--- src/rtl/gpu_regfile_arb.sv ---
// Port scheduler and power-on clearing sweep for the 64x32 dual-port GPU register file.
// Four requesters share the two RAM ports; port controls are driven combinationally from this cycle's grants.
module gpu_regfile_arb (
    input  logic        sys_clk,
    input  logic        reset,
    input  logic        wb0_valid,
    input  logic [5:0]  wb0_addr,
    input  logic [31:0] wb0_data,
    input  logic        wb1_valid,
    input  logic [5:0]  wb1_addr,
    input  logic [31:0] wb1_data,
    output logic        wb1_ready,
    input  logic        rd_valid,
    input  logic [5:0]  rd_addr0,
    input  logic [5:0]  rd_addr1,
    output logic        rd_ready,
    output logic        rd_dval,
    output logic [31:0] rd_d0,
    output logic [31:0] rd_d1,
    input  logic        hst_valid,
    input  logic        hst_we,
    input  logic [5:0]  hst_addr,
    input  logic [31:0] hst_wdata,
    output logic        hst_ready,
    output logic        hst_rvalid,
    output logic [31:0] hst_rdata,
    output logic        init_busy,
    output logic        nwea,
    output logic        clka,
    output logic [5:0]  aa,
    output logic [31:0] da,
    output logic        nweb,
    output logic        clkb,
    output logic [5:0]  ab,
    output logic [31:0] db,
    input  logic [31:0] qa,
    input  logic [31:0] qb
);

    logic       r_init_busy;
    logic [4:0] r_sweep_k;
    logic [1:0] r_hst_wait;
    logic       r_rd_pend;
    logic       r_hrd_pend;

    logic w_active;
    logic w_sweep;
    logic w_wb0;
    logic w_hst_ok;
    logic w_g_hst_pri;
    logic w_g_wb1;
    logic w_g_rd;
    logic w_g_hst;

    assign w_active = ~reset & ~r_init_busy;
    assign w_sweep  = ~reset & r_init_busy;
    assign w_wb0    = w_active & wb0_valid;

    // Host and wb1 are held off any address wb0 is writing this cycle.
    assign w_hst_ok    = w_active & hst_valid & ~(wb0_valid & (hst_addr == wb0_addr));
    assign w_g_hst_pri = w_hst_ok & (r_hst_wait == 2'd3);
    assign w_g_wb1     = w_active & wb1_valid & ~(wb0_valid & (wb1_addr == wb0_addr)) & ~w_g_hst_pri;
    assign w_g_rd      = w_active & rd_valid & ~wb0_valid & ~w_g_hst_pri & ~w_g_wb1;
    assign w_g_hst     = w_g_hst_pri | (w_hst_ok & ~w_g_wb1 & ~w_g_rd);

    assign wb1_ready  = w_g_wb1;
    assign rd_ready   = w_g_rd;
    assign hst_ready  = w_g_hst;
    assign init_busy  = r_init_busy | reset;
    assign rd_dval    = r_rd_pend & ~reset;
    assign hst_rvalid = r_hrd_pend & ~reset;
    assign rd_d0      = qa;
    assign rd_d1      = qb;
    assign hst_rdata  = qb;

    always_comb begin
        clka = 1'b0;
        nwea = 1'b1;
        aa   = '0;
        da   = '0;
        if (w_sweep) begin
            clka = 1'b1;
            nwea = 1'b0;
            aa   = {r_sweep_k, 1'b0};
        end else if (w_wb0) begin
            clka = 1'b1;
            nwea = 1'b0;
            aa   = wb0_addr;
            da   = wb0_data;
        end else if (w_g_rd) begin
            clka = 1'b1;
            aa   = rd_addr0;
        end
    end

    always_comb begin
        clkb = 1'b0;
        nweb = 1'b1;
        ab   = '0;
        db   = '0;
        if (w_sweep) begin
            clkb = 1'b1;
            nweb = 1'b0;
            ab   = {r_sweep_k, 1'b1};
        end else if (w_g_wb1) begin
            clkb = 1'b1;
            nweb = 1'b0;
            ab   = wb1_addr;
            db   = wb1_data;
        end else if (w_g_hst) begin
            clkb = 1'b1;
            nweb = ~hst_we;
            ab   = hst_addr;
            db   = hst_wdata;
        end else if (w_g_rd) begin
            clkb = 1'b1;
            ab   = rd_addr1;
        end
    end

    always_ff @(posedge sys_clk) begin
        if (reset) begin
            r_init_busy <= 1'b1;
            r_sweep_k   <= '0;
            r_hst_wait  <= '0;
            r_rd_pend   <= 1'b0;
            r_hrd_pend  <= 1'b0;
        end else begin
            if (r_init_busy) begin
                r_sweep_k <= r_sweep_k + 5'd1;
                if (r_sweep_k == 5'd31)
                    r_init_busy <= 1'b0;
            end
            r_rd_pend  <= w_g_rd;
            r_hrd_pend <= w_g_hst & ~hst_we;
            if (hst_valid & ~w_g_hst)
                r_hst_wait <= (r_hst_wait == 2'd3) ? 2'd3 : r_hst_wait + 2'd1;
            else
                r_hst_wait <= '0;
        end
    end

endmodule

--- config.mk ---
export PLATFORM = sky130hd
export DESIGN_NAME = gpu_regfile_arb
export DESIGN_NICKNAME = d
export VERILOG_FILES = /design/src/rtl/gpu_regfile_arb.sv
export SDC_FILE = /design/constraint.sdc
export NUM_CORES = 1
export LEC_CHECK = 0
export BUFFER_PORTS_ARGS = -buffer_cell sky130_fd_sc_hd__buf_2
export CAP_MARGIN = 10
export CORE_AREA = 2 2 146 148
export DETAILED_ROUTE_END_ITERATION = 10
export DIE_AREA = 0 0 148 150
export SYNTH_ARGS = -nofsm -noshare
export SYNTH_HDL_FRONTEND = slang
export SYNTH_SLANG_ARGS = --single-unit
export TNS_END_PERCENT = 20
--- constraint.sdc ---
create_clock -name sys_clk -period 4.09 [get_ports sys_clk]
set_clock_uncertainty 0.05 [all_clocks]
set_input_delay 1.0225 -clock sys_clk [delete_from_list [all_inputs] [get_ports sys_clk]]
set_output_delay 1.0225 -clock sys_clk [all_outputs]
set_load 0.02 [all_outputs]
==> results.yml <==
placed_design:
  gp_congestion: 0.821
  dp_hpwl_um: 10600
  portBuffers: 218
hold_path:
  hp-class: "reg -> reg"
synth:
  ys_seq_elements: 10
  synth_most_common_cell: "buf_4"
  synth_top_area_cell: "buf_4"
  synthesis.area_um2: 2380
  synthCells: 308
  yosysSeqAreaShare_pct: 8.40
  synth.area.top_cells: "buf_4 (30%), a22o_1 (12%), and3_1 (8.7%)"
  ys_warn_count: 0
  synth_common_cells: "buf_4 (96), a22o_1 (33), and3_1 (33)"
  synth_nets: 507
  async_flop_share_pct: 0
  synth_top_cell_area_share_pct: 30.3
  syn_area_per_cell_um2: 7.73
  synth_enable_flop_cells: 0
  synth_cell_types: 44
  synth_ff_type: "dfxtp_1"
pwr:
  p_sw_uw: 118
  comb_power_share_pct: 31.9
  power_density_nw_per_um2: 139
  pwr-share-seq_pct: 24.1
  p_int_uw: 321
  vdd_ir_drop_max_v: 0.0000980
  p_clk_share_pct: 44.0
  power.leakage_nw: 1.78
  p_sw_share_pct: 26.9
worst_setup_path:
  cp-start-kind: "primary input"
  critPathSlowestCell: "nor3_4"
  required_ps: 3020
  worstSetupPathType: "in -> out"
  critPathMaxStageDelay_ps: 290
  crit_path_cell_trace: "buf_2, xor2_1, nor3_4, a211oi_4, or2_1, inv_4, a22o_1, buf_2"
  worst-path-max-fanout: 34
  path_common_cell: "buf_2"
  crit_arrival_ps: 2770
  endpoint_kind: "output pin"
detailed_routing:
  drtAntennaViolNets: 0
  viasPerCell: 3.81
  post_drt_wl_per_cell_um: 17.4
  top_layer: "met4"
  wl_met1_um: 4970
  drc: 0
  firstDrtPassIters: 4
  routed_wl_um: 12200
  drt_iter0_markers: 100
  met2WireLength_um: 5560
  num_vias: 2656
  met3WireLength_um: 1140
floorplan:
  dieWidth_um: 148
  start_util_pct: 11.5
  die_h_um: 150
  rows: 53
  die_area_um2: 22200
  core-area_um2: 20700
  io_pins: 379
global_route:
  grt_overflow: 0
  first_global_vias: 2472
  grt_pass1_wl_um: 16700
  track_usage_pct: 10.1
  grt_max_degree: 39
  antenna_found_initial: 1
sta:
  min_period_ps: 3840
  relSlewSlack_pct: 65.9
  setup_viol: 0
  rsz0062_at_grt: "false"
  hold_viol_final: 0
  fmax_mhz: 260
  worst_slew_pin_slew_ps: 510
  final.setup.tns_ps: 0
  fin_crit_sh_pct: 93.9
  drv_slew: 0
cts:
  cts_made_buffers: 3
  clock_sinks: 10
  htree_levels: 1
  post_cts_buffers: 0
  insertion_delay_ps: 240
  clk_pin_slew_ps: 40
  cts_max_path_buffers: 2
  cts_tree: "built"
  cts_resized: 0
  cts_root_buf: "clkbuf_16"
  cts_hold_buf: 0
job:
  cap_violations: 0
finish:
  layout-drive-gt1-share_pct: 57.7
  fill_cells: 2383
  nNetsFinal: 623
  diodes: 0
  area_growth_pct: 32.5
  fin_util_pct: 15.3
run_status:
  outcome: "completed"
==> metal layers <==
| layer | global-route usage, % | vias up |
|---|---|---|
| li1 | - | 1230 |
| met1 | 12.7 | 1204 |
| met2 | 16.2 | 171 |
| met3 | 2.80 | 51 |
| met4 | 4.24 | 0 |
| met5 | 0 | - |
==> through the flow <==
step	cell area, um2	setup WS (ps)	total power [mW]	instances	hold WS (ps)
detailed placement	3070	175	0.248	694	468
floorplan	2380	536	0.293	308	432
finish	3160	249	0.439	698	472
global route	3160	91.4	0.463	698	523
CTS	3160	171	0.444	698	473
global placement	3070	184	0.247	694	450
==> critical path: cells and delay by family <==
| family | cells | cell delay, ps |
|---|---|---|
| AO/OA/AOI/OAI | 2 | 360 |
| XOR/XNOR | 1 | 180 |
| buffers and inverters | 3 | 610 |
| AND/OR/NAND/NOR | 2 | 580 |
==> worst paths after layout <==
| check | slack (ps) | to | startpoint | depth (start not counted) |
|---|---|---|---|---|
| hold reg to reg | 470 | r_hst_wait[1] | r_hst_wait[0] | 2 |
| hold / removal | 470 | r_hst_wait[1] | r_hst_wait[0] | 2 |
| setup reg to reg | 2250 | r_hst_wait[1] | r_init_busy | 5 |
| setup / recovery | 250 | db[31] | wb0_addr[5] | 8 |
==> power by group through the flow <==
stage,logic [mW],clock network (mW),registers [mW]
3_5_place_dp,0.140,0,0.108
6_report,0.140,0.193,0.106
2_1_floorplan,0.187,0,0.106
4_1_cts,0.141,0.197,0.106
5_1_grt,0.155,0.201,0.107
3_3_place_gp,0.139,0,0.107
==> sequential cells by signal (all words and copies together), names as in the netlist <==
signal	flops
r_hrd_pend	1
r_hst_wait	2
r_rd_pend	1
r_init_busy	1
r_sweep_k	5
==> final cells by class <==
type | instances | area [um2] | area share (%)
sequential | 10 | 200 | 6.34
tap | 275 | 344 | 10.9
clock buffer | 4 | 88.8 | 2.81
timing repair buffer | 230 | 1190 | 37.8
inverter | 4 | 17.5 | 0.555
multi-input combinational | 175 | 1310 | 41.6
==> logic make-up (layout without fill, tap and decap cells) <==
family,Yosys count,after routing,synth area share (%)
AOI/OAI and AO/OA,66,66,24.0
xor gates and xnor gates,15,15,5.51
adders and majority gates,2,2,1.05
buffers and inverters,123,238,36.5
DFF,10,10,8.40
muxes,3,3,1.26
and+or+nand+nor,89,89,23.3
==> cell usage in the layout, fill, tap and decap left out, drive strengths merged <==
cell	instances
buf	230
and3	33
a22o	33
nor2	15
xnor2	10
dfxtp	10
nand2	7
and2	6
a221o	6
a21oi	6
a211oi	6
xor2	5
nand2b	5
nor2b	4
nand4b	4
a22oi	4
o2111a	4
inv	4
clkbuf	4
nand3	3
mux2i	3
nor4b	3
nor3b	3
nand4	2
o21ai	2
ha	2
nor3	1
and4	1
or2	1
nand3b	1
o21a	1
a211o	1
a31o	1
o22a	1
a21o	1
Power figures use the tool's default switching activity.
